$ cat src/rtl/frame_sequencer_pkg.sv
// -----------------------------------------------------------------------------
// frame_seq_pkg
// Shared definitions for the frame_sequencer block:
//   - state_t / STATE_W : frame-loop FSM state encoding
//   - RECOVER_CYC       : cycles a stage's soft reset is held low after finish
//   - idx_width()       : width of a stage index (at least 1 bit)
// -----------------------------------------------------------------------------
package frame_seq_pkg;

  localparam int STATE_W = 3;

  typedef enum logic [STATE_W-1:0] {
    S_IDLE    = 3'd0,
    S_ACK     = 3'd1,
    S_NEXT    = 3'd2,
    S_LAUNCH  = 3'd3,
    S_WAIT    = 3'd4,
    S_RECOVER = 3'd5,
    S_DONE    = 3'd6
  } state_t;

  localparam int RECOVER_CYC = 2;

  // Width of an index into n items; a single item still needs one bit.
  function automatic int idx_width(input int n);
    return (n > 1) ? $clog2(n) : 1;
  endfunction

endpackage

$ cat src/rtl/frame_sequencer_if.sv
// -----------------------------------------------------------------------------
// frame_sequencer_if
// Stage-side bus between the frame sequencer and the processing stage cores.
//   stage_start  : one-hot start spike, one cycle per launch
//   stage_finish : per-stage interrupt level from the stage cores
//   stage_rstn   : per-stage active-low soft reset
// Modports: master = sequencer, slave = stage cores.
// -----------------------------------------------------------------------------
interface frame_sequencer_if #(
  parameter int NUM_STAGES = 4
);

  logic [NUM_STAGES-1:0] stage_start;
  logic [NUM_STAGES-1:0] stage_finish;
  logic [NUM_STAGES-1:0] stage_rstn;

  modport master (
    output stage_start,
    output stage_rstn,
    input  stage_finish
  );

  modport slave (
    input  stage_start,
    input  stage_rstn,
    output stage_finish
  );

endinterface

$ cat src/rtl/frame_sequencer_next_stage_sel.sv
// -----------------------------------------------------------------------------
// next_stage_sel
// Combinational priority selector: finds the lowest non-bypassed stage whose
// index is above the current pointer. When ptr_valid is 0 the pointer means
// "before stage 0", so every non-bypassed stage qualifies.
// Ports:
//   bypass     in  NUM_STAGES  1 = skip stage
//   ptr        in  IDX_W       index of the stage that last ran
//   ptr_valid  in  1           0 = pointer sits before stage 0
//   next_idx   out IDX_W       selected stage (0 when none)
//   next_valid out 1           a stage was found
// -----------------------------------------------------------------------------
module next_stage_sel
  import frame_seq_pkg::*;
#(
  parameter  int NUM_STAGES = 4,
  localparam int IDX_W      = idx_width(NUM_STAGES)
) (
  input  logic [NUM_STAGES-1:0] bypass,
  input  logic [IDX_W-1:0]      ptr,
  input  logic                  ptr_valid,
  output logic [IDX_W-1:0]      next_idx,
  output logic                  next_valid
);

  always_comb begin
    // NOTE: outputs get defaults before the search so every path assigns them
    // and no latch is inferred.
    next_idx   = '0;
    next_valid = 1'b0;
    // Scan downwards so the lowest qualifying index is the last one written.
    for (int i = NUM_STAGES - 1; i >= 0; i--) begin
      if (!bypass[i] && (!ptr_valid || (i > int'(ptr)))) begin
        next_idx   = IDX_W'(i);
        next_valid = 1'b1;
      end
    end
  end

endmodule

$ cat src/rtl/frame_sequencer.sv
// -----------------------------------------------------------------------------
// frame_sequencer
// Frame-loop controller for the audio compression pipeline. For each of
// num_frames consecutive frames it walks the non-bypassed stages in index
// order: start spike, wait for that stage's finish, then a RECOVER_CYC-cycle
// soft reset of the stage. frame_addr steps by FRAME_STRIDE after each frame.
//
// Optional feature (compile-time macro STAGE_TIMEOUT_EN):
//   defined   : a watchdog counts WAIT cycles; after TIMEOUT_CYC cycles with no
//               finish, err_timeout is set, the active stage is recovered and
//               the run ends in DONE with the remaining work abandoned.
//   undefined : err_timeout is constant 0 and WAIT waits indefinitely.
//
// Ports:
//   clk_in            in   system clock
//   rst_n             in   asynchronous active-low reset
//   start_sys         in   start level, sampled only in IDLE
//   intr_clr_sys      in   interrupt clear, acted on only in DONE
//   start_music_addr  in   base address of frame 0
//   num_frames        in   frames to process (latched at start)
//   stage_bypass      in   per-stage skip mask (latched at start)
//   start_clr_sys     out  one-cycle start acknowledge
//   intr_sys          out  completion interrupt level
//   busy              out  high from ACK through the last NEXT
//   frame_addr        out  base address of the current frame
//   frames_done       out  completed frame count
//   err_timeout       out  sticky watchdog error
//   stage_bus         master modport: stage_start / stage_finish / stage_rstn
// -----------------------------------------------------------------------------
module frame_sequencer
  import frame_seq_pkg::*;
#(
  parameter int NUM_STAGES   = 4,
  parameter int ADDR_W       = 19,
  parameter int FRAME_STRIDE = 256,
  parameter int CNT_W        = 16,
  parameter int TIMEOUT_CYC  = 65536
) (
  input  logic                   clk_in,
  input  logic                   rst_n,
  input  logic                   start_sys,
  input  logic                   intr_clr_sys,
  input  logic [ADDR_W-1:0]      start_music_addr,
  input  logic [CNT_W-1:0]       num_frames,
  input  logic [NUM_STAGES-1:0]  stage_bypass,
  output logic                   start_clr_sys,
  output logic                   intr_sys,
  output logic                   busy,
  output logic [ADDR_W-1:0]      frame_addr,
  output logic [CNT_W-1:0]       frames_done,
  output logic                   err_timeout,
  frame_sequencer_if.master      stage_bus
);

  localparam int IDX_W = idx_width(NUM_STAGES);
  localparam int REC_W = idx_width(RECOVER_CYC);

  state_t                state;
  logic [CNT_W-1:0]      nf_q;
  logic [NUM_STAGES-1:0] bypass_q;
  logic [NUM_STAGES-1:0] start_q;
  logic [NUM_STAGES-1:0] rstn_q;
  logic [IDX_W-1:0]      ptr;
  logic                  ptr_valid;
  logic                  frame_end;
  logic [REC_W-1:0]      rec_cnt;
  logic [IDX_W-1:0]      sel_idx;
  logic                  sel_valid;
  logic [CNT_W-1:0]      frames_done_inc;

  assign frames_done_inc       = frames_done + CNT_W'(1);
  assign stage_bus.stage_start = start_q;
  assign stage_bus.stage_rstn  = rstn_q;

`ifdef STAGE_TIMEOUT_EN
  localparam int WD_W = $clog2(TIMEOUT_CYC + 1);
  logic [WD_W-1:0] wd_cnt;
  logic            abort_q;
  logic            err_q;
  assign err_timeout = err_q;
`else
  // Watchdog not built: constant 0 for any legal TIMEOUT_CYC.
  assign err_timeout = (TIMEOUT_CYC < 0);
`endif

  next_stage_sel #(
    .NUM_STAGES (NUM_STAGES)
  ) u_sel (
    .bypass     (bypass_q),
    .ptr        (ptr),
    .ptr_valid  (ptr_valid),
    .next_idx   (sel_idx),
    .next_valid (sel_valid)
  );

  always_ff @(posedge clk_in or negedge rst_n) begin
    if (!rst_n) begin
      state         <= S_IDLE;
      start_clr_sys <= 1'b0;
      intr_sys      <= 1'b0;
      busy          <= 1'b0;
      frame_addr    <= '0;
      frames_done   <= '0;
      nf_q          <= '0;
      bypass_q      <= '0;
      start_q       <= '0;
      rstn_q        <= '0;
      ptr           <= '0;
      ptr_valid     <= 1'b0;
      frame_end     <= 1'b0;
      rec_cnt       <= '0;
`ifdef STAGE_TIMEOUT_EN
      wd_cnt        <= '0;
      abort_q       <= 1'b0;
      err_q         <= 1'b0;
`endif
    end else begin
      // NOTE: state registers use non-blocking assignments so every decision
      // below sees the values from before this edge.
      start_clr_sys <= 1'b0;
      start_q       <= '0;

      case (state)
        S_IDLE: begin
          // Also releases the stage resets on the first edge after rst_n.
          rstn_q <= '1;
          if (start_sys) begin
            state         <= S_ACK;
            start_clr_sys <= 1'b1;
            busy          <= 1'b1;
            frame_addr    <= start_music_addr;
            nf_q          <= num_frames;
            bypass_q      <= stage_bypass;
            frames_done   <= '0;
          end
        end

        S_ACK: begin
          ptr_valid <= 1'b0;
          frame_end <= 1'b0;
          if (nf_q == '0) begin
            state    <= S_DONE;
            busy     <= 1'b0;
            intr_sys <= 1'b1;
          end else begin
            state <= S_NEXT;
          end
        end

        // NEXT runs in two flavours: a search cycle that launches the next
        // stage or flags the frame as finished, and a frame-end cycle that
        // books the frame and rewinds the pointer for the next one.
        S_NEXT: begin
          if (frame_end) begin
            frame_end   <= 1'b0;
            ptr_valid   <= 1'b0;
            frames_done <= frames_done_inc;
            frame_addr  <= frame_addr + ADDR_W'(FRAME_STRIDE);
            if (frames_done_inc == nf_q) begin
              state    <= S_DONE;
              busy     <= 1'b0;
              intr_sys <= 1'b1;
            end
          end else if (sel_valid) begin
            ptr              <= sel_idx;
            ptr_valid        <= 1'b1;
            start_q[sel_idx] <= 1'b1;
            state            <= S_LAUNCH;
          end else begin
            frame_end <= 1'b1;
          end
        end

        S_LAUNCH: begin
          state <= S_WAIT;
`ifdef STAGE_TIMEOUT_EN
          wd_cnt <= '0;
`endif
        end

        S_WAIT: begin
          // Only the active stage's finish matters; a level already high on
          // entry is taken on the first WAIT edge.
          if (stage_bus.stage_finish[ptr]) begin
            state       <= S_RECOVER;
            rstn_q[ptr] <= 1'b0;
            rec_cnt     <= '0;
          end
`ifdef STAGE_TIMEOUT_EN
          else if (wd_cnt == WD_W'(TIMEOUT_CYC - 1)) begin
            state       <= S_RECOVER;
            rstn_q[ptr] <= 1'b0;
            rec_cnt     <= '0;
            err_q       <= 1'b1;
            abort_q     <= 1'b1;
          end else begin
            wd_cnt <= wd_cnt + WD_W'(1);
          end
`endif
        end

        S_RECOVER: begin
          if (rec_cnt == REC_W'(RECOVER_CYC - 1)) begin
            rstn_q <= '1;
`ifdef STAGE_TIMEOUT_EN
            if (abort_q) begin
              state    <= S_DONE;
              busy     <= 1'b0;
              intr_sys <= 1'b1;
            end else
`endif
            state <= S_NEXT;
          end else begin
            rec_cnt <= rec_cnt + REC_W'(1);
          end
        end

        S_DONE: begin
          // A clear wins over a simultaneous start; start is re-sampled in IDLE.
          if (intr_clr_sys) begin
            state    <= S_IDLE;
            intr_sys <= 1'b0;
`ifdef STAGE_TIMEOUT_EN
            err_q    <= 1'b0;
            abort_q  <= 1'b0;
`endif
          end
        end

        default: state <= S_IDLE;
      endcase
    end
  end

endmodule
$ cat src/flat_wrapper.sv
// flat-port wrapper written by rule: the top's interface ports become plain ports
module frame_sequencer_flat import frame_seq_pkg::*;
#(
  parameter int NUM_STAGES   = 4,
  parameter int ADDR_W       = 19,
  parameter int FRAME_STRIDE = 256,
  parameter int CNT_W        = 16,
  parameter int TIMEOUT_CYC  = 65536
)
  (clk_in, rst_n, start_sys, intr_clr_sys, start_music_addr, num_frames, stage_bypass, start_clr_sys, intr_sys, busy, frame_addr, frames_done, err_timeout, stage_bus_stage_start, stage_bus_stage_rstn, stage_bus_stage_finish);
  frame_sequencer_if #(.NUM_STAGES(NUM_STAGES)) stage_bus_i ();
  input  logic clk_in;
  input  logic rst_n;
  input  logic start_sys;
  input  logic intr_clr_sys;
  input  logic [ADDR_W-1:0] start_music_addr;
  input  logic [CNT_W-1:0] num_frames;
  input  logic [NUM_STAGES-1:0] stage_bypass;
  output logic start_clr_sys;
  output logic intr_sys;
  output logic busy;
  output logic [ADDR_W-1:0] frame_addr;
  output logic [CNT_W-1:0] frames_done;
  output logic err_timeout;
  output wire logic [$bits(stage_bus_i.stage_start)-1:0] stage_bus_stage_start;
  output wire logic [$bits(stage_bus_i.stage_rstn)-1:0] stage_bus_stage_rstn;
  input wire logic [$bits(stage_bus_i.stage_finish)-1:0] stage_bus_stage_finish;
  assign stage_bus_stage_start = stage_bus_i.stage_start;
  assign stage_bus_stage_rstn = stage_bus_i.stage_rstn;
  assign stage_bus_i.stage_finish = stage_bus_stage_finish;
  frame_sequencer #(.NUM_STAGES(NUM_STAGES), .ADDR_W(ADDR_W), .FRAME_STRIDE(FRAME_STRIDE), .CNT_W(CNT_W), .TIMEOUT_CYC(TIMEOUT_CYC)) u_core (.clk_in(clk_in), .rst_n(rst_n), .start_sys(start_sys), .intr_clr_sys(intr_clr_sys), .start_music_addr(start_music_addr), .num_frames(num_frames), .stage_bypass(stage_bypass), .start_clr_sys(start_clr_sys), .intr_sys(intr_sys), .busy(busy), .frame_addr(frame_addr), .frames_done(frames_done), .err_timeout(err_timeout), .stage_bus(stage_bus_i));
endmodule
$ cat config.mk
export PLATFORM = sky130hd
export DESIGN_NAME = frame_sequencer_flat
export DESIGN_NICKNAME = d
export VERILOG_FILES = /design/src/rtl/frame_sequencer_pkg.sv /design/src/rtl/frame_sequencer_if.sv /design/src/rtl/frame_sequencer_next_stage_sel.sv /design/src/rtl/frame_sequencer.sv /design/src/flat_wrapper.sv
export SDC_FILE = /design/constraint.sdc
export NUM_CORES = 1
export LEC_CHECK = 0
export BUFFER_PORTS_ARGS = -buffer_cell sky130_fd_sc_hd__buf_2
export CORE_ASPECT_RATIO = 1.4
export CORE_MARGIN = 3
export CORE_UTILIZATION = 31
export DETAILED_ROUTE_END_ITERATION = 10
export HOLD_SLACK_MARGIN = 0.05
export PLACE_DENSITY = 0.63
export REMOVE_ABC_BUFFERS = 1
export SLEW_MARGIN = 20
export SYNTH_ARGS = -nofsm -noshare
export SYNTH_HDL_FRONTEND = slang
export SYNTH_SLANG_ARGS = --single-unit
export TNS_END_PERCENT = 1
$ cat constraint.sdc
create_clock -name clk_in -period 6.6 [get_ports clk_in]
set_input_delay 0.33 -clock clk_in [delete_from_list [all_inputs] [get_ports clk_in]]
set_output_delay 0.33 -clock clk_in [all_outputs]
set_load 0.005 [all_outputs]
Word level (Yosys, flattened, before mapping)
Cells that the tools add are included.
Word-level totals
  bits of input ports: 47
  bits in registers: 74
  word-level logic and storage cells: 130
  output and inout bits: 47
Operators by class
  add/sub/neg operators: 3
  equal/unequal tests: 16
  muxes and demuxes: 56
  order comparisons: 7
  bitwise operators: 3
  reduce and logical (&&, ||, !) cells: 31
Operators with widths (number)
  $mux 19: 2
  $pmux 19 s2: 1
  $mux 16: 2
  $pmux 16 s2: 1
  $mux 3: 8
  $mux 1: 23
  $pmux 3 s7: 1
  $mux 4: 5
  $add 19x9->19 const B: 1
  $add 16x1->16 const B: 1
  $eq 16x16->1: 1
  $logic_not 16->1: 1
  $pmux 4 s3: 1
  $ne 2x1->1 const B: 5
  $reduce_and 5->1: 2
  $eq 3x3->1 const B: 3
  $reduce_and 3->1: 3
  $reduce_bool 3->1: 3
  $mux 2: 4
  $eq 3x2->1 const B: 2
  $logic_and 1x1->1: 6
  $lt 2x3->1 const B: 2
  $pmux 1 s2: 3
  $pmux 1 s3: 2
  19 further kinds: 33

Logic depth before layout (Yosys ltp)
  depth in word-level cells: 14
  mapped depth: 8
  gate-level depth less buffers: 8

Hierarchy
A second synthesis with hierarchy kept.
Unflattened totals
  cells, all modules: 435
  area total of the unflattened synthesis: 4170.2 µm²
Modules (own cells, without submodules)
  frame_sequencer: area an instance 4073.9 µm², sequential area each 1851.8 µm², times used 1, cells an instance 419
  next_stage_sel: area an instance 96.3 µm², sequential area each 0.0 µm², times used 1, cells an instance 16

Least setup slack after synthesis
No wires, ideal clock.
  kind: reg-to-reg
  start point: reg u_core.frames_done[0]
  end point: reg u_core.busy
  period minus slack after synthesis: 2.354 ns
  setup time: 0.126 ns
  stages on the path, launching flop included: 8
  setup slack: 4.246 ns
  arrival time: 2.227 ns
  cell sequence: dfrtp_1 -> ha_1 -> nand4_2 -> or2_1 -> o32a_1 -> a2111oi_4 -> nand3_2 -> a311o_1
Between the ends
  cells in the longest elaborated chain, start to end: 4
RTL lines
  start: declaration: line frame_sequencer.sv:50  | output logic [CNT_W-1:0] frames_done,
  start signal: assignment: line frame_sequencer.sv:157  | frames_done <= frames_done_inc;
  $add 16x1->16: line frame_sequencer.sv:71  | assign frames_done_inc = frames_done + CNT_W'(1);
  $eq 16x16->1: line frame_sequencer.sv:159  | if (frames_done_inc == nf_q) begin
  $ne 2x1->1 (no line)
  $reduce_and 5->1 (no line)
  end signal: assignment: line frame_sequencer.sv:101  | busy <= 1'b0;
  end signal: assignment: line frame_sequencer.sv:143  | busy <= 1'b0;
  end signal: assignment: line frame_sequencer.sv:161  | busy <= 1'b0;
  end: declaration: line frame_sequencer.sv:48  | output logic busy,
Every way passes these cells.
A chain may end at the register's enable or synchronous reset.

Final worst setup path
  start point: reg u_core.state[0]
  end point: reg u_core.frames_done[8]
Between the ends
  cells in the longest elaborated chain, start to end: 3
RTL lines
  start: declaration: line frame_sequencer.sv:58  | state_t state;
  start signal: assignment: line frame_sequencer.sv:98  | state <= S_IDLE;
  start signal: assignment: line frame_sequencer.sv:128  | state <= S_ACK;
  start signal: assignment: line frame_sequencer.sv:142  | state <= S_DONE;
  $eq 3x2->1 / $logic_not 3->1 (equally long branches): line frame_sequencer.sv:123  | case (state)
  $ne 2x1->1 (no line), or another cell as far along
  $reduce_and 3->1 (no line)
Parallel ways exist; a longest one is shown, timed or not.

==> summary.txt <==
Status: finished, final reports clean
# IOs: 94
Grt total ovfl: 0
Hold_ws: 0.128 ns
Largest net degree at the start of global routing: 75
DRT Pass-1 Iters: 4
Post-synthesis mux area share: 0.0819
Final Worst Setup Slack: 3.94 ns
Post-Syn Area: 3990 µm²
Post-synth EDFFs: 0
Nets: 559
GRT Util Overall: 0.152
Initial Util: 0.321
Placed cell areas: 4560 µm²
Drt via density: 5.31
Detail Placement HPWL: 7370 µm
Hold Crit Class: in -> async
Num CTS Buffers: 9
H-Tree Depth: 3
Synth area leaders: dfrtp_1 (46%), mux2_2 (7.6%), o21ai_0 (6.6%)
Largest family of logic cells by synthesized area: simple AND/OR/NAND/NOR gates
Fin area: 4880 µm²
Cells after Synth: 428
Synth Area in Compound Gates: 0.178
Worst slew margin: 0.365
Sequential share of the synthesized area: 0.464
Fmax: 0.376 GHz
Overall power: 2.18 mW
RSZ-0062 raised after global routing: no
Xor/xnor cell area share of the yosys netlist: 0.0439
Top cell type's share of synthesized area: 0.464
Site row count: 48
Pwr per Cell Area: 446 nW/µm²
Vias in the first global route: 3,576
Final hold vios: 0
Top_reg_cell synth: dfrtp_1
Synthesized-area fraction occupied by adder cells: 0.00627
Setup TNS: 0 ns
DR DRC count: 0
Post-synthesis register bit count: 74
Synth unique cells: 51
Slew Viols, Final: 0
Clock skew: 0.00874 ns
R2R cell count: 7
Antenna diode count: 0
Routed WL: 10,500 µm
Max cap viols: 0
Commonest non-fill, non-tap cell in the layout: buf_2
Data required time of the critical path: 6.84 ns
Ys Warns: 0
Critical path type: reg -> reg
CTS tree: yes
GPL Wtd Cong: 0.867
First-pass GRT wire length: 17,400 µm
Maximum VDD drop: 0.000193 V
Root Driver: clkbuf_16
Flop2flop setup slack: 3.94 ns
Reg2reg start: u_core.state[0]
Initial DRC Count: 167
Die W: 102 µm
Fin cells: 665
Avg Inst Size Synth: 9.32 µm²
CTS hold repair buffers: 0
Core area: 12,400 µm²
Worst skew pair latency: 0.34 ns
Final Setup Violations: 0
CTS sink cnt: 74
Startpoint Class: register
Cell taking the most area after synthesis: dfrtp_1
Wire length per cell: 15.7 µm
Via Count: 3,532
Port Buffers: 92
Critical R2R Capture: u_core.frames_done[8]
Initial antenna violation count: 0
Post-layout util: 0.393
Die ar.: 14,300 µm²
Min Clock Period, post-route: 2.66 ns
Post-synth ARST share: 1.00
Fraction of the mapped netlist area in simple logic gates: 0.190
Chip height: 140 µm
Dpl cells: 649
Area delta synth->final: 22.3%
Commonest non-fill, non-tap cells in the layout: buf_2 (91), dfrtp_1 (74), o21ai_0 (53), nand2_1 (38), nor2_1 (37)
Final period utilization: 0.403
Setup WS pre-CTS: 3.96 ns
Antenna Nets Post-Route: 0
Share of cells above drive strength 1: 0.283
Max clock buf depth: 2
Post-CTS resize count: 0
Leak Pwr: 2.14 nW
Reg clk slew, reported paths: 0.06 ns
Crit. End Element: register
Crit-path max FO: 35
CP arrival: 2.90 ns
Post-CTS Setup Bufs: 0
Worst-Margin Slew: 0.953 ns
[cell type report]
type / instances / area (µm²)
clock buffers: 10 / 229
clock inverters: 6 / 90.1
multi-input cells: 320 / 2000
well taps: 150 / 188
inverters: 10 / 37.5
fillers: 1246 / 7550
repair buffers: 95 / 485
flip-flops and latches: 74 / 1850
[kinds of logic after synthesis]
logic type | Yosys count
and+or+nand+nor | 150
AOI/OAI and AO/OA | 119
DFF | 74
buffers and inverters | 34
muxes | 28
xor gates and xnor gates | 20
adders and majority gates | 2
other | 1
[layer usage]
layer,track usage,up-vias,share of wire,wire length [µm]
met5,0,-,0,0
met3,0.0284,14,0.050,519
met1,0.186,1713,0.42,4350
met2,0.254,94,0.52,5390
met4,0.0712,0,0.018,193
li1,-,1711,-,-
[registers in the layout, indices dropped and copies added (netlist names)]
register / flops
u_core.frame_addr: 19
u_core.frames_done: 16
u_core.nf_q: 16
u_core.bypass_q: 4
u_core.stage_bus.stage_rstn: 4
u_core.stage_bus.stage_start: 4
u_core.state: 3
u_core.ptr: 2
u_core.busy: 1
u_core.frame_end: 1
u_core.intr_sys: 1
u_core.ptr_valid: 1
u_core.rec_cnt: 1
u_core.start_clr_sys: 1
[where the power goes]
part,switching [mW],total (mW),internal [mW]
sequential,0.223,0.860,0.637
clock,0.197,0.529,0.332
combinational,0.403,0.787,0.384
total,0.824,2.18,1.35
[cells in the mapped netlist, drive strengths merged (2+ instances only)]
master and number:
o32a 2, buf 5, xnor2 13, nor4b 2, nand2b 6, and3 7
or2 3, ha 2, or3 4, o311ai 2, inv 10, and2 3
o22ai 4, o21a 3, nand2 38, nand4 7, a21oi 30, o221ai 2
clkbuf 19, mux2 27, dfrtp 74, nor3 9, xor2 7, nor4 8
o21ai 53, a31oi 5, and4 4, nand3 13, nor2b 5, a211oi 3
nor2 39, o31ai 7
[critical path, cell delays in order, from the launching register on]
cell and delay (ns):
dfrtp_1 0.68, nor2_1 0.17, and3_1 0.22, buf_4 0.27, nor2_1 0.67, buf_4 0.33, o21ai_0 0.12, o31ai_1 0.09
[how the worst max path moves through the flow]
stage | from | to | cells past startpoint
after detailed placement | u_core.state[0] | u_core.frames_done[4] | 7
after CTS | u_core.state[0] | u_core.frames_done[8] | 7
after global placement | u_core.state[0] | u_core.frames_done[14] | 7
final | u_core.state[0] | u_core.frames_done[8] | 7
after global routing | u_core.state[0] | u_core.frames_done[10] | 7
after floorplan | u_core.state[0] | u_core.frame_addr[11] | 5
Note: power is estimated with default switching activity, not from simulation.
